**config.mk**
```make
export PLATFORM = sky130hd
export DESIGN_NAME = hybrid_switching_controller
export DESIGN_NICKNAME = d
export VERILOG_FILES = /design/src/rtl/hybrid_switching_controller.sv
export SDC_FILE = /design/constraint.sdc
export NUM_CORES = 1
export LEC_CHECK = 0
export BUFFER_PORTS_ARGS = -buffer_cell sky130_fd_sc_hd__buf_2
export CAP_MARGIN = 10
export CORE_ASPECT_RATIO = 0.6
export CORE_MARGIN = 2
export CORE_UTILIZATION = 55
export DETAILED_ROUTE_END_ITERATION = 12
export PLACE_DENSITY = 0.81
export SKIP_LAST_GASP = 1
export SYNTH_ARGS = -nofsm -noshare
export SYNTH_HDL_FRONTEND = slang
export SYNTH_SLANG_ARGS = --single-unit
```
**constraint.sdc**
```tcl
create_clock -name CLK -period 4.15 [get_ports CLK]
set_clock_uncertainty 0.05 [all_clocks]
set_input_delay 0.83 -clock CLK [delete_from_list [all_inputs] [get_ports CLK]]
set_output_delay 0.83 -clock CLK [all_outputs]
set_load 0.03 [all_outputs]
```
**src/rtl/hybrid_switching_controller.sv**
```systemverilog
`default_nettype none
// ============================================================================
//  Module   : hybrid_switching_controller
//  Purpose  : Closed-loop state-plane switching law for an LLC converter
//             simulator. Produces the signed switch command sigma (+1/0/-1)
//             from the fed-back resonant-capacitor voltage vC and tank current
//             iS. Includes a vC threshold, dead-time insertion, min/max
//             half-period limits and a latched over-current trip.
//  Ports    : CLK          - clock
//             RESET        - asynchronous active-low reset
//             enable       - run request; low forces IDLE and clears fault
//             vc_ref       - signed vC switching threshold (expected > 0)
//             vC, iS       - signed feedback from the converter simulator
//             sigma        - switch command: 01=+1, 00=0, 11=-1
//             state        - FSM state (IDLE=0 POS=1 DT_N=2 NEG=3 DT_P=4 FAULT=5)
//             fault        - latched over-current flag
//             half_period  - length of last completed active half-period
//             switch_pulse - one-cycle strobe when an active half-period ends
//  Revision : 1.0 - initial release
// ============================================================================
module hybrid_switching_controller #(
    parameter int unsigned T_DEAD = 20,
    parameter int unsigned T_MIN  = 100,
    parameter int unsigned T_MAX  = 2000,
    parameter int unsigned I_MAX  = 30000000,
    parameter int unsigned CNT_W  = 16
) (
    input  logic               CLK,
    input  logic               RESET,
    input  logic               enable,
    input  logic signed [31:0] vc_ref,
    input  logic signed [31:0] vC,
    input  logic signed [31:0] iS,
    output logic [1:0]         sigma,
    output logic [2:0]         state,
    output logic               fault,
    output logic [CNT_W-1:0]   half_period,
    output logic               switch_pulse
);

    typedef enum logic [2:0] {
        S_IDLE  = 3'd0,
        S_POS   = 3'd1,
        S_DT_N  = 3'd2,
        S_NEG   = 3'd3,
        S_DT_P  = 3'd4,
        S_FAULT = 3'd5
    } state_t;

    // With no dead time the active phases hand over directly to each other.
    localparam state_t c_after_pos = (T_DEAD == 0) ? S_NEG : S_DT_N;
    localparam state_t c_after_neg = (T_DEAD == 0) ? S_POS : S_DT_P;

    // Counter limits compared against counter+1 (one bit wider) so that a
    // zero-valued parameter never needs a negative constant.
    localparam logic [CNT_W:0] c_t_dead = (CNT_W+1)'(T_DEAD);
    localparam logic [CNT_W:0] c_t_min  = (CNT_W+1)'(T_MIN);
    localparam logic [CNT_W:0] c_t_max  = (CNT_W+1)'(T_MAX);
    localparam logic [32:0]    c_i_max  = 33'(I_MAX);

    state_t             r_state;
    state_t             w_state_nxt;
    logic [CNT_W-1:0]   r_cnt;
    logic [CNT_W-1:0]   w_cnt_nxt;
    logic [CNT_W-1:0]   w_cnt_inc;
    logic [CNT_W:0]     w_cnt_p1;
    logic [1:0]         r_sigma;
    logic [1:0]         w_sigma_nxt;
    logic               r_fault;
    logic               w_fault_nxt;
    logic [CNT_W-1:0]   r_half_period;
    logic [CNT_W-1:0]   w_hp_nxt;
    logic               r_pulse;
    logic               w_pulse_nxt;

    logic signed [32:0] w_vc_ext;
    logic signed [32:0] w_ref_ext;
    logic signed [32:0] w_is_ext;
    logic [32:0]        w_is_abs;
    logic               w_oc;
    logic               w_pos_hit;
    logic               w_neg_hit;
    logic               w_min_ok;
    logic               w_timeout;
    logic               w_dead_done;
    logic               w_running;

    // 33-bit sign extension keeps -vc_ref and abs(-2^31) representable.
    assign w_vc_ext  = {vC[31], vC};
    assign w_ref_ext = {vc_ref[31], vc_ref};
    assign w_is_ext  = {iS[31], iS};
    assign w_is_abs  = iS[31] ? $unsigned(-w_is_ext) : $unsigned(w_is_ext);
    assign w_oc      = (w_is_abs > c_i_max);

    assign w_pos_hit = (w_vc_ext >= w_ref_ext);
    assign w_neg_hit = (w_vc_ext <= -w_ref_ext);

    assign w_cnt_p1    = {1'b0, r_cnt} + (CNT_W+1)'(1);
    assign w_cnt_inc   = (&r_cnt) ? r_cnt : w_cnt_p1[CNT_W-1:0];
    assign w_min_ok    = (w_cnt_p1 >= c_t_min);
    assign w_timeout   = (w_cnt_p1 == c_t_max);
    assign w_dead_done = (w_cnt_p1 == c_t_dead);

    assign w_running = (r_state == S_POS) || (r_state == S_NEG) ||
                       (r_state == S_DT_N) || (r_state == S_DT_P);

    always_comb begin
        w_state_nxt = r_state;
        w_cnt_nxt   = w_cnt_inc;
        w_fault_nxt = r_fault;
        w_hp_nxt    = r_half_period;
        w_pulse_nxt = 1'b0;

        case (r_state)
            S_IDLE: begin
                w_cnt_nxt   = '0;
                w_fault_nxt = 1'b0;
                if (enable) begin
                    w_state_nxt = S_POS;
                end
            end
            S_POS: begin
                // Threshold and timeout in the same cycle are one switch.
                if ((w_pos_hit && w_min_ok) || w_timeout) begin
                    w_state_nxt = c_after_pos;
                    w_cnt_nxt   = '0;
                    w_hp_nxt    = w_cnt_p1[CNT_W-1:0];
                    w_pulse_nxt = 1'b1;
                end
            end
            S_NEG: begin
                if ((w_neg_hit && w_min_ok) || w_timeout) begin
                    w_state_nxt = c_after_neg;
                    w_cnt_nxt   = '0;
                    w_hp_nxt    = w_cnt_p1[CNT_W-1:0];
                    w_pulse_nxt = 1'b1;
                end
            end
            S_DT_N: begin
                if (w_dead_done) begin
                    w_state_nxt = S_NEG;
                    w_cnt_nxt   = '0;
                end
            end
            S_DT_P: begin
                if (w_dead_done) begin
                    w_state_nxt = S_POS;
                    w_cnt_nxt   = '0;
                end
            end
            S_FAULT: begin
                w_cnt_nxt = '0;
                if (!enable) begin
                    w_state_nxt = S_IDLE;
                    w_fault_nxt = 1'b0;
                end
            end
            default: begin
                w_state_nxt = S_IDLE;
                w_cnt_nxt   = '0;
            end
        endcase

        // Stop requests override any switching decision: enable=0 first
        // (so a coincident over-current does not latch), then over-current.
        // Neither records a partial half-period.
        if (w_running) begin
            if (!enable) begin
                w_state_nxt = S_IDLE;
                w_cnt_nxt   = '0;
                w_hp_nxt    = r_half_period;
                w_pulse_nxt = 1'b0;
            end else if (w_oc) begin
                w_state_nxt = S_FAULT;
                w_cnt_nxt   = '0;
                w_fault_nxt = 1'b1;
                w_hp_nxt    = r_half_period;
                w_pulse_nxt = 1'b0;
            end
        end

        case (w_state_nxt)
            S_POS:   w_sigma_nxt = 2'b01;
            S_NEG:   w_sigma_nxt = 2'b11;
            default: w_sigma_nxt = 2'b00;
        endcase
    end

    always_ff @(posedge CLK or negedge RESET) begin
        if (!RESET) begin
            r_state       <= S_IDLE;
            r_cnt         <= '0;
            r_sigma       <= 2'b00;
            r_fault       <= 1'b0;
            r_half_period <= '0;
            r_pulse       <= 1'b0;
        end else begin
            r_state       <= w_state_nxt;
            r_cnt         <= w_cnt_nxt;
            r_sigma       <= w_sigma_nxt;
            r_fault       <= w_fault_nxt;
            r_half_period <= w_hp_nxt;
            r_pulse       <= w_pulse_nxt;
        end
    end

    assign sigma        = r_sigma;
    assign state        = r_state;
    assign fault        = r_fault;
    assign half_period  = r_half_period;
    assign switch_pulse = r_pulse;

endmodule

`default_nettype wire

```
# Word-level counts from Yosys, hierarchy flattened
# Cells that the tools add are included.
# W data, S select, Z words.
[totals]
register_bits = 39
in_bits = 99
word_cells = 72
[classes]
addsub = 3
magnitude_cmp = 4
n_eq_ne = 11
mux = 37
n_reduce_logical = 11
[op_table]
columns = ["op", "n"]
rows = [
  ["$mux W16", 12],
  ["$neg A32 Y33", 2],
  ["$pmux W16 S3", 1],
  ["$gt A33 B25 Y1 const B", 1],
  ["$le A32 B33 Y1", 1],
  ["$mux W33", 1],
  ["$ge A32 B32 Y1", 1],
  ["$pmux W16 S2", 1],
  ["$mux W3", 9],
  ["$pmux W3 S6", 1],
  ["$add A16 B1 Y17 const B", 1],
  ["$eq A17 B11 Y1 const B", 1],
  ["$eq A17 B5 Y1 const B", 1],
  ["$ge A17 B7 Y1 const B", 1],
  ["$reduce_and A16 Y1", 1],
  ["$eq A3 B2 Y1 const B", 3],
  ["$mux W1", 9],
  ["$eq A3 B1 Y1 const B", 2],
  ["$eq A3 B3 Y1 const B", 2],
  ["$logic_or A1 B1 Y1", 5],
  ["$ne A2 B2 Y1 const B", 2],
  ["$pmux W1 S2", 2],
  ["$pmux W2 S2", 1],
  ["$logic_not A3 Y1", 1],
  ["other kinds (3)", 4],
]

# Longest topological paths before layout
# Gate-level depths: netlist of the first run.
[depth]
ltp_word = 11
mapped_depth = 22

# Worst setup path before layout of the first run
# OpenSTA, ideal clock, no wires.
[synth_path]
path_kind = "in2reg"
from = "input vc_ref[1]"
to = "register r_half_period[4] (netlist: half_period[4])"
setup_ns = 0.128
arrival_ns = 5.128
setup_slack_ns = -1.155
stages = 18
path_cell_list = "nor3_1 > nand3_1 > or3_1 > nand2b_1 > nor4_1 > nand3_1 > nor4_1 > xnor2_1 > ha_1 > nand4_1 > nor4_1 > a31oi_1 > a32oi_1 > a31o_2 > nand2_2 > nor3_4 > buf_6 > mux2_1"
[synth_via]
elab_chain_cells = 9
word_cells_on_any_way = 13
[synth_rtl]
columns = ["item", "line", "text"]
rows = [
  ["start: declaration", "31", "input logic signed [31:0] vc_ref,"],
  ["$neg A32 Y33", "96", "assign w_neg_hit = (w_vc_ext <= -w_ref_ext);"],
  ["$le A32 B33 Y1", "96", ""],
  ["$logic_and A1 B1 Y1", "132", "if ((w_neg_hit && w_min_ok) || w_timeout) begin"],
  ["$logic_or A1 B1 Y1", "132", ""],
  ["$mux W16", "132", ""],
  ["$pmux W16 S2 (*)", "114", "case (r_state)"],
  ["$mux W16", "173", "end else if (w_oc) begin"],
  ["$mux W16", "168", "if (!enable) begin"],
  ["$mux W16 (*)", "167", "if (w_running) begin"],
  ["end signal: assignment", "202", "r_half_period <= w_hp_nxt;"],
  ["end: declaration", "71", "logic [CNT_W-1:0] r_half_period;"],
]
# Mark *: on every way between the ends. The rest lies on a longest branch, timed or not. The select of a mux whose other input is x is not followed.
# A chain may end at the register's enable or synchronous reset.

# Worst setup path after layout of the first run
[layout_path]
from = "input vc_ref[0]"
to = "register r_cnt[3]"
[layout_via]
elab_chain_cells = 9
word_cells_on_any_way = 13
[layout_rtl]
columns = ["item", "line", "text"]
rows = [
  ["$neg A32 Y33", "96", ""],
  ["$le A32 B33 Y1", "96", ""],
  ["$logic_and A1 B1 Y1", "132", ""],
  ["$logic_or A1 B1 Y1", "132", ""],
  ["$mux W16", "132", ""],
  ["$pmux W16 S3 (*)", "114", ""],
  ["$mux W16", "173", ""],
  ["$mux W16", "168", ""],
  ["$mux W16 (*)", "167", ""],
  ["named net w_cnt_nxt[3]", "64", "logic [CNT_W-1:0] w_cnt_nxt;"],
  ["end signal: assignment", "199", "r_cnt <= w_cnt_nxt;"],
  ["end: declaration", "63", "logic [CNT_W-1:0] r_cnt;"],
]
# The timed path passes the listed nets; every way through them passes the cells marked *.

==> run metrics, run 1 <==
status=finished, violations left; failing checks=negative setup slack; crit path DAT=~5 ns; Site Rows=27; Finished Core Util=0.7770; core area=9290 µm²; Seq/Total Area, Yosys=0.1828; Slew HR=0.4227; DP Worst Slack=-1.158 ns; Worst Setup End Kind=register; fraction of layout cells with a size suffix above 1=0.3371; Setup Viol. Count Final=38; post-DP HPWL=~14000 µm; via density per instance=6.267; worst hold start=half_period[4]$_DFFE_PN0P_; Post-synth EDFFs=0; I/O pins=~120; Avg Inst Size Synth=7.826 µm²; largest net degree at the start of global routing=40; Final Non-Filler Cells=between 1000 and 1500; clock tree buffer depth=2; Post-synth ARST share=1.000; initial antenna violation count=0; Yosys top cell area share=0.1828; Max Slew Vio Count=0; RSZ-0062 raised after global routing=yes; Root Driver=clkbuf_16; final hold violations=0; drt first-iter violations=527; worst setup margin=-0.6818 ns; Area Overhead vs Synth=35.23%; Worst Path Max Fanout=8; GR Util met3=0.06944; worst-case vdd ir drop=approximately 0.00017 V; minimum clock period=4.832 ns; vias in the first global route=6061; CTS Sinks=39; ANT cells=0; Synth area leaders=dfrtp_1 18%, ha_1 16%, xnor2_1 6.4%; # nets final=1050; Hold Crit Class=register to register; routing usage on met2=0.5616; worst-margin pin slew=0.8660 ns; mapped cell area=5338 µm²; Initial Utilization=0.5745; max_cap viols=0; R2R Path Start=r_cnt[5]$_DFF_PN0_; Pleak=0.003376 µW; busiest layer in global routing=met2; Residual DRC=0; Hold Path End=half_period[4]$_DFFE_PN0P_; TritonCTS clock tree=yes; Pre-Repair DR Iteration Count=6; part of the cycle the worst path needs=1.164; synthesized flop and latch total=39; reg-to-reg endpoint=half_period[9]$_DFFE_PN0P_; Inst Count DP=989; Antenna Nets Post-Route=0; fillers=608; area leader, netlist=dfrtp_1; Syn Nets=roughly 850; hold path cells=1; met1 Use GR=0.4733; Gate Count Post-Synth=682; Clock transition at path regs=roughly 0.060 ns; GPL Wtd Cong=1.031; critical path type=input pin to register; post-route design area=approximately 7200 µm²; Clk Latency, worst-skew pair=0.29 ns; worst r2r path cells=11; CTS HTree Levels=2; clock buffer count from CTS=5; CP startpoint kind=input pin; Avg WL per Cell=18.16 µm; Yosys cell types=between 70 and 80; die area=approximately 11000 µm²; Worst Path Required=~4.3 ns; Synth Warn #=0; Vias=around 6400; pwr dens=~200 nW/µm²; final WL=18420 µm; first-pass GRT wire length=29500 µm; ys flop type=dfrtp_1; Die Span Y=80.31 µm; Hold-fix buffers, CTS=0; R2R setup slack=roughly 0.12 ns; overall routing resource usage=0.3433; die width=131.2 µm; Max Freq=slightly above 200 MHz; global route overflow=0; Port Buffer Count=121; placed cell area=between 6000 and 7000 µm²
## routing by layer
| metal | up-vias | share of wire |
|---|---|---|
| met5 | - | 0 |
| li1 | 2948 | - |
| met4 | 0 | 0.015 |
| met1 | 2927 | 0.44 |
| met3 | 45 | 0.11 |
| met2 | 435 | 0.43 |
## placed cells by master, fill, tap and decap left out, types with 5 or more instances in the layout
| cell | instances |
|---|---|
| nand4_1 | 34 |
| o21ai_0 | 16 |
| nor3_1 | 20 |
| inv_1 | 59 |
| dfrtp_1 | 39 |
| buf_4 | 86 |
| clkbuf_16 | 5 |
| xnor2_1 | 39 |
| mux2_2 | 6 |
| nor2b_1 | 5 |
| nor3_2 | 6 |
| ha_1 | 67 |
| or3_1 | 7 |
| nand2b_1 | 6 |
| nor2_1 | 48 |
| nor4_2 | 5 |
| a21oi_1 | 40 |
| a31o_2 | 6 |
| or4_1 | 5 |
| nor3_4 | 5 |
| a21oi_2 | 12 |
| mux2i_1 | 8 |
| o31ai_1 | 6 |
| nor4_1 | 13 |
| buf_2 | 119 |
| a21o_1 | 8 |
| nand3_1 | 31 |
| xor2_1 | 14 |
| nand2_1 | 48 |
## timing repair
action                     CTS  global route
setup endpoints to repair   38            38
setup buffers               11             5
cloned                       1             0
pin swaps                   28             7
gates resized for setup     40            10
## Yosys cell counts, types with 3 or more instances
cell type  number
nor4b_1         5
nor4_1         17
o41ai_1         5
a31o_2          6
nand3_1        34
nand3b_1        4
or4_1           5
o31ai_1         6
dfrtp_1        39
nor2_1         55
nand4_1        34
a21o_1          8
or3_1           8
nor2b_1         5
a21oi_1        46
mux2_1          4
and4_1          4
o21a_1          3
a21oi_2         6
o21ai_0        17
and3_1          4
mux2i_1         8
nor3_1         26
nand2_1        51
nor4_2          4
nand4b_1        3
buf_2           4
inv_1          60
a31oi_1         5
nand2b_1        7
clkbuf_1       10
xor2_1         14
nor3_2          4
mux2_2          6
o2bb2ai_1       4
nor3b_1         4
xnor2_1        39
or2_2           3
ha_1           68
## where the power goes
part           switching [µW]  total, µW  internal [µW]
Combinational             333        569            236
Clock                     167        451            284
Sequential               24.0        419            395
## worst max path at each step
stage,slack [ns],startpoint,cells after the start,endpoint
global placement,-0.88,vc_ref[2],20,r_cnt[3]$_DFF_PN0_
floorplan,-0.73,vc_ref[2],20,r_cnt[10]$_DFF_PN0_
finish,-0.68,vc_ref[0],23,r_cnt[3]$_DFF_PN0_
CTS,-0.54,vc_ref[1],20,r_cnt[5]$_DFF_PN0_
detailed placement,-1.16,vc_ref[2],20,r_cnt[5]$_DFF_PN0_
global route,-0.85,vc_ref[1],20,r_cnt[3]$_DFF_PN0_
## critical path: stages
cell and delay [ns]:
buf_6 0.10, buf_6 0.12, inv_4 0.05, ha_4 0.12
nand4_1 0.18, nor3_2 0.20, nand2_1 0.14, nor2_2 0.19
nand2_2 0.10, buf_6 0.13, nor3_4 0.17, xnor2_1 0.11
ha_1 0.34, nand4_1 0.23, nor4_2 0.31, nand4_1 0.17
o2bb2ai_2 0.17, a32oi_1 0.13, a31o_2 0.31, o2bb2ai_2 0.14
or3b_4 0.45, buf_12 0.17, a21oi_1 0.12
## area by class of cell
type	instances	area (µm²)	share of cell area
Timing Repair Buffer	212	1358	0.1881
Clock buffer	5	125.1	0.01733
Clock inverter	3	43.79	0.006067
Multi-Input combinational cell	565	4325	0.5992
Sequential cell	39	975.9	0.1352
Inverter	60	227.7	0.03155
Tap cell	130	162.7	0.02253
## metrics by stage
stage          hold WS, ns  TNS (ns)  power [µW]
6_report            0.4336    -22.02        1439
5_1_grt             0.4692    -28.72        1508
4_1_cts             0.4372    -16.11        1401
3_5_place_dp        0.4239    -38.28       941.4
3_3_place_gp        0.4173    -29.73       918.5
2_1_floorplan       0.4844    -21.91       718.6
## registers in the layout, indices dropped and copies added (netlist names)
signal / count
half_period: 16
sigma: 2
r_cnt: 16
state: 3
switch_pulse: 1
fault: 1
## kinds of logic after synthesis
| family | count (synthesis) | synth area share |
|---|---|---|
| buf+inv | 78 | 0.05884 |
| xor+xnor | 53 | 0.08697 |
| flops | 39 | 0.1828 |
| fa+ha+maj | 68 | 0.1594 |
| mux | 18 | 0.03610 |
| compound gates | 139 | 0.1800 |
| simple gates | 287 | 0.2958 |
Power figures use the tool's default switching activity.
==> run 2: changes to the inputs <==
--- a/config.mk
+++ b/config.mk
@@ -9,9 +9,9 @@
 export CAP_MARGIN = 10
 export CORE_ASPECT_RATIO = 0.6
 export CORE_MARGIN = 2
-export CORE_UTILIZATION = 55
+export CORE_UTILIZATION = 45
 export DETAILED_ROUTE_END_ITERATION = 12
-export PLACE_DENSITY = 0.81
+export PLACE_DENSITY = 0.68
 export SKIP_LAST_GASP = 1
 export SYNTH_ARGS = -nofsm -noshare
 export SYNTH_HDL_FRONTEND = slang
==> run metrics, run 2 (synthesized netlist as in run 1, its figures left out) <==
status=finished, violations left (unchanged); failing checks=negative setup slack (unchanged); DP Worst Slack=-1.127 ns (was -1.158 ns); Worst Path Buf+Inv=4 (was 5); RSZ-0062 raised after global routing=yes (unchanged); Worst Setup End Kind=register (unchanged); Site Rows=30 (was 27); Pleak=0.003387 µW (was 0.003376 µW); part of the cycle the worst path needs=1.154 (was 1.164); Clock power frac=0.314 (was 0.313); most common cell after layout, fill and taps aside=buf_2 (unchanged); CTS Sinks=39 (unchanged); Pre-Repair DR Iteration Count=5 (was 6); first-pass GRT wire length=28880 µm (was 29500 µm); Setup Viol. Count Final=38 (unchanged); Max Freq=208.8 MHz (was 207.0 MHz); Worst Path Max Fanout=6 (was 8); # nets final=1052 (was 1050); initial antenna violation count=0 (unchanged); Area Overhead vs Synth=36.59% (was 35.23%); worst r2r path cells=12 (was 11); cell internal pwr=930.5 µW (was 914.8 µW); final hold violations=0 (unchanged); critical-path cell list=buf_6, nor3_4, nand3_2, or3_4, nand2b_4, nor4_4, nand2_1, o41ai_2, nand2_1, ha_1, nand4_1, nor4_4, nand4_1, o21a_1, o211ai_1, a31o_2, buf_6, nand2_4, nor3_4, buf_6, clkbuf_16, mux2_2 (was buf_6, buf_6, inv_4, ha_4, nand4_1, nor3_2, nand2_1, nor2_2, nand2_2, buf_6, nor3_4, xnor2_1, ha_1, nand4_1, nor4_2, nand4_1, o2bb2ai_2, a32oi_1, a31o_2, o2bb2ai_2, or3b_4, buf_12, a21oi_1); Antenna Nets Post-Route=0 (unchanged); Clock transition at path regs=0.06 ns (about the same); Max Slew Vio Count=0 (unchanged); sw power=504.9 µW (was 524.5 µW); clock tree buffer depth=2 (unchanged); global route overflow=0 (unchanged); Logic pwr share=0.393 (was 0.395); crit-path most repeated cell=buf_6; CP startpoint kind=input pin (unchanged); worst-margin pin slew=0.9081 ns (was 0.8660 ns); Die Span Y=88.36 µm (was 80.31 µm); Avg WL per Cell=17.37 µm (was 18.16 µm); Residual DRC=0 (unchanged); Clk Latency, worst-skew pair=0.28 ns (was 0.29 ns); sequential share of power=0.293 (was 0.291); crit path DAT=4.90 ns (was 4.98 ns); Slew HR=0.3946 (was 0.4227); worst hold start=half_period[4]$_DFFE_PN0P_ (unchanged); I/O pins=122 (unchanged); post-route design area=7291 µm² (was 7218 µm²); die width=144.6 µm (was 131.2 µm); drt first-iter violations=594 (was 527); post-DP HPWL=14540 µm (was 13840 µm); ANT cells=0 (unchanged); worst setup margin=-0.6384 ns (was -0.6818 ns); pwr dens=196.9 nW/µm² (was 199.4 nW/µm²); R2R setup slack=0.12 ns (about the same); most frequent cells in the layout=119 x buf_2, 81 x buf_4, 68 x ha_1 (was 119 x buf_2, 86 x buf_4, 67 x ha_1); final WL=18170 µm (was 18420 µm); hold path cells=1 (unchanged); GPL Wtd Cong=1.031 (about the same); placed cell area=6761 µm² (was 6694 µm²); Finished Core Util=0.6368 (was 0.7770); Worst path max stage delay=0.39 ns (was 0.45 ns); die area=12780 µm² (was 10530 µm²); Root Driver=clkbuf_16 (unchanged); Inst Count DP=1023 (was 989); critical path type=input pin to register (unchanged); via density per instance=5.900 (was 6.267); TritonCTS clock tree=yes (unchanged); overall routing resource usage=0.2810 (was 0.3433); worst-case vdd ir drop=0.0001852 V (was 0.0001679 V); CTS HTree Levels=2 (unchanged); clock buffer count from CTS=5 (unchanged); Initial Utilization=0.4662 (was 0.5745); Hold Crit Class=register to register (unchanged); Hold Path End=half_period[4]$_DFFE_PN0P_ (unchanged); core area=11450 µm² (was 9290 µm²); Worst Path Required=4.27 ns (was 4.30 ns); fraction of layout cells with a size suffix above 1=0.3363 (was 0.3371); reg-to-reg endpoint=half_period[3]$_DFFE_PN0P_ (was half_period[9]$_DFFE_PN0P_); fillers=967 (was 608); sw frac=0.3518 (was 0.3644); Final Non-Filler Cells=1046 (was 1014); Seq. cell area=975.9 µm² (unchanged); minimum clock period=4.788 ns (was 4.832 ns); R2R Path Start=r_cnt[5]$_DFF_PN0_ (unchanged); Multi-input gate area=4307 µm² (was 4325 µm²); Port Buffer Count=121 (unchanged); hold_ws=0.4367 ns (was 0.4336 ns); vias in the first global route=5796 (was 6061); max_cap viols=0 (unchanged); largest net degree at the start of global routing=40 (unchanged); crit-path leading delay family=simple AND/OR/NAND/NOR gates (unchanged); Vias=6171 (was 6355); slowest CP cell=or3_4 (was or3b_4)
-- run 2: cell type report --
class                   count  area share
multi-input cells         565      0.5907
repair buffers            214      0.1932
flip-flops and latches     39      0.1339
inverters                  60     0.03089
well taps                 160     0.02746
clock buffers               6     0.01905
clock inverters             2    0.004805
-- run 2: worst register-to-register path, stage by stage (launching register included) --
cell and delay (ns):
dfrtp_1 0.50, nand4_1 0.47, o41a_1 0.55, nor3_1 0.48, nand4b_1 0.24, nor4_2 0.45, a31o_2 0.22, buf_6 0.13
nand2_4 0.05, nor3_4 0.16, buf_6 0.14, clkbuf_16 0.15, mux2_2 0.33
-- run 2: repair_timing --
| action | CTS | global route |
|---|---|---|
| gates cloned | 1 | 1 |
| resized for setup | 26 | 28 |
| buffers inserted | 6 | 7 |
| pin swaps | 8 | 5 |
| setup endpoints to repair | 38 | 38 |
| hold buffers | 0 | 0 |
-- run 2: power groups by stage --
stage / Clock [µW] / Combinational, µW / Sequential (µW)
5_1_grt: 472 / 618 / 424
3_3_place_gp: 0 / 502 / 425
6_report: 451 / 564 / 420
3_5_place_dp: 0 / 522 / 428
4_1_cts: 455 / 539 / 421
2_1_floorplan: 0 / 277 / 441
-- run 2: worst max-delay path by stage --
stage,from,to,cells after the start
floorplan,vc_ref[2],r_cnt[10]$_DFF_PN0_,20
CTS,vc_ref[2],r_cnt[7]$_DFF_PN0_,20
detailed placement,vc_ref[2],r_cnt[7]$_DFF_PN0_,20
global placement,vc_ref[2],r_cnt[7]$_DFF_PN0_,20
finish,vc_ref[2],half_period[3]$_DFFE_PN0P_,22
global route,vc_ref[2],r_cnt[6]$_DFF_PN0_,20
-- run 2: through the flow --
| step | TNS, ns | power [µW] |
|---|---|---|
| after floorplan | -21.91 | 718.6 |
| after global placement | -30.26 | 926.8 |
| after detailed placement | -37.74 | 949.2 |
| after CTS | -15.59 | 1415 |
| after global routing | -27.99 | 1514 |
| final | -19.55 | 1435 |
-- run 2: layer usage --
metal  wire, µm  share of wire  GRT usage  vias to the layer above
met5          0              0          0                        -
met2       7592           0.42     0.4274                      284
met1       8955           0.49     0.4259                     2916
li1           -              -          -                     2948
met3       1470          0.081    0.05303                       23
met4        150         0.0083    0.03177                        0
==> run 3: changes to the inputs <==
--- a/config.mk
+++ b/config.mk
@@ -7,7 +7,7 @@
 export LEC_CHECK = 0
 export BUFFER_PORTS_ARGS = -buffer_cell sky130_fd_sc_hd__buf_2
 export CAP_MARGIN = 10
-export CORE_ASPECT_RATIO = 0.6
+export CORE_ASPECT_RATIO = 0.75
 export CORE_MARGIN = 2
 export CORE_UTILIZATION = 45
 export DETAILED_ROUTE_END_ITERATION = 12
==> run metrics, run 3 (synthesized netlist as in run 1, its figures left out) <==
Root Driver=clkbuf_16 (unchanged); clock buffer count from CTS=5 (unchanged); Residual DRC=0 (unchanged); critical-path cell list=buf_6, nor3_4, nand3_2, or3_4, nand2b_4, nor4_4, nand3_2, buf_6, buf_6, nor2_4, xnor2_1, ha_1, nand4_1, nor4_4, buf_4, a31oi_2, a32oi_1, a31o_2, buf_6, nand2_4, nor3_4, buf_12, clkbuf_16, mux2_4 (was buf_6, nor3_4, nand3_2, or3_4, nand2b_4, nor4_4, nand2_1, o41ai_2, nand2_1, ha_1, nand4_1, nor4_4, nand4_1, o21a_1, o211ai_1, a31o_2, buf_6, nand2_4, nor3_4, buf_6, clkbuf_16, mux2_2); overall routing resource usage=0.2595 (was 0.2810); RSZ-0062 raised after global routing=yes (unchanged); final WL=16580 µm (was 18170 µm); CTS HTree Levels=2 (unchanged); Pleak=0.003415 µW (was 0.003387 µW); ANT cells=0 (unchanged); Area Overhead vs Synth=37.15% (was 36.59%); minimum clock period=4.809 ns (was 4.788 ns); die area=12760 µm² (was 12780 µm²); # nets final=1055 (was 1052); drt first-iter violations=356 (was 594); global route overflow=0 (unchanged); Vias=5966 (was 6171); part of the cycle the worst path needs=1.159 (was 1.154); Clk Latency, worst-skew pair=0.28 ns (about the same); core area=11570 µm² (was 11450 µm²); final hold violations=0 (unchanged); most common cell after layout, fill and taps aside=buf_2 (unchanged); Antenna Nets Post-Route=0 (unchanged); crit path DAT=4.92 ns (was 4.90 ns); die width=129.8 µm (was 144.6 µm); I/O pins=122 (unchanged); Max Freq=207.9 MHz (was 208.8 MHz); status=finished, violations left (unchanged); worst-margin pin slew=0.8548 ns (was 0.9081 ns); Seq. cell area=975.9 µm² (unchanged); Slew HR=0.4301 (was 0.3946); Setup Viol. Count Final=38 (unchanged); setup_tns=-20.07 ns (was -19.55 ns); Worst Path Required=4.26 ns (was 4.27 ns); Multi-input gate area=4318 µm² (was 4307 µm²); crit-path most repeated cell=buf_6 (unchanged); Hold Crit Class=register to register (unchanged); worst-case vdd ir drop=0.0001668 V (was 0.0001852 V); Port Buffer Count=121 (unchanged); GPL Wtd Cong=0.9339 (was 1.031); most frequent cells in the layout=119 x buf_2, 88 x buf_4, 67 x ha_1 (was 119 x buf_2, 81 x buf_4, 68 x ha_1); fraction of layout cells with a size suffix above 1=0.3330 (was 0.3363); CP startpoint kind=input pin (unchanged); Avg WL per Cell=15.78 µm (was 17.37 µm); largest net degree at the start of global routing=40 (unchanged); post-DP HPWL=13130 µm (was 14540 µm); TritonCTS clock tree=yes (unchanged); pwr dens=193.6 nW/µm² (was 196.9 nW/µm²); Hold-fix buffers, CTS=0 (unchanged); Clock transition at path regs=0.06 ns (about the same); Worst path max stage delay=0.41 ns (was 0.39 ns); worst setup margin=-0.6589 ns (was -0.6384 ns); max_cap viols=0 (unchanged); failing checks=negative setup slack (unchanged); first-pass GRT wire length=27450 µm (was 28880 µm); Worst Setup End Kind=register (unchanged); Pre-Repair DR Iteration Count=5 (unchanged); clock tree buffer depth=2 (unchanged); Max Slew Vio Count=0 (unchanged); Die Span Y=98.32 µm (was 88.36 µm); slowest CP cell=or3_4 (unchanged); Initial Utilization=0.4613 (was 0.4662); Site Rows=34 (was 30); via density per instance=5.676 (was 5.900); fillers=1028 (was 967); critical path type=input pin to register (unchanged); CTS Sinks=39 (unchanged); vias in the first global route=5881 (was 5796); initial antenna violation count=0 (unchanged); Finished Core Util=0.6327 (was 0.6368); Tot Pwr=1417 µW (was 1435 µW); Worst Path Max Fanout=7 (was 6)
==> run 3: cell count changes in the layout (fill, tap and decap cells not counted), sizes merged <==
cell,delta
buf,+3
==> run 3: timing repair <==
action	CTS	global route
pin swaps	12	5
buffers inserted	11	5
resized for setup	25	15
setup endpoints to repair	38	38
cloned	1	1
==> run 3: cell type report <==
class / count / area share
multi-input cells: 565 / 0.5898
repair buffers: 217 / 0.1947
flip-flops and latches: 39 / 0.1333
inverters: 60 / 0.03076
well taps: 162 / 0.02769
clock buffers: 6 / 0.01897
clock inverters: 2 / 0.004786
==> run 3: final timing paths <==
path                                             from                          end  slack (ns)  depth (start not counted)
max reg2reg                        r_cnt[0]$_DFF_PN0_   half_period[8]$_DFFE_PN0P_        0.30                         14
max in group asynchronous                       RESET          r_cnt[14]$_DFF_PN0_        2.90                          1
max                                         vc_ref[1]   half_period[8]$_DFFE_PN0P_       -0.66                         24
min reg2reg                half_period[4]$_DFFE_PN0P_   half_period[4]$_DFFE_PN0P_        0.45                          1
min in group asynchronous                       RESET  half_period[12]$_DFFE_PN0P_        0.61                          1
min                        half_period[4]$_DFFE_PN0P_   half_period[4]$_DFFE_PN0P_        0.45                          1
==> run 3: layer usage <==
metal / GRT usage / wire, µm / vias to the layer above
met5: 0 / 0 / -
met4: 0.03639 / 182 / 0
met3: 0.02959 / 977 / 20
met2: 0.4342 / 7756 / 222
met1: 0.3687 / 7667 / 2763
li1: - / - / 2961
==> run 3: worst max-delay path: cells and delay by family <==
| kind | cells | cell delay (ns) |
|---|---|---|
| AOI/OAI and AO/OA | 3 | 0.54 |
| buffers and inverters | 7 | 0.94 |
| adders and majority gates | 1 | 0.27 |
| muxes | 1 | 0.29 |
| and+or+nand+nor | 11 | 1.97 |
| xor gates and xnor gates | 1 | 0.07 |
==> run 3: where the power goes <==
group | leakage, µW | internal, µW | switching, µW | total, µW
clock network | 0.0000868 | 299 | 144 | 443
registers | 0.000505 | 395 | 22.3 | 418
logic | 0.00282 | 241 | 316 | 557
total | 0.00341 | 934 | 483 | 1420
==> run 3: per-stage QoR <==
stage	hold slack [ns]	worst slack [ns]	instances	cell area, µm²
2_1_floorplan	0.4844	-0.7344	682	5444
3_3_place_gp	0.4327	-0.8847	1025	6764
3_5_place_dp	0.4458	-1.183	1025	6764
4_1_cts	0.4588	-0.6192	1045	7167
5_1_grt	0.4741	-0.8822	1051	7321
6_report	0.4492	-0.6589	1051	7321
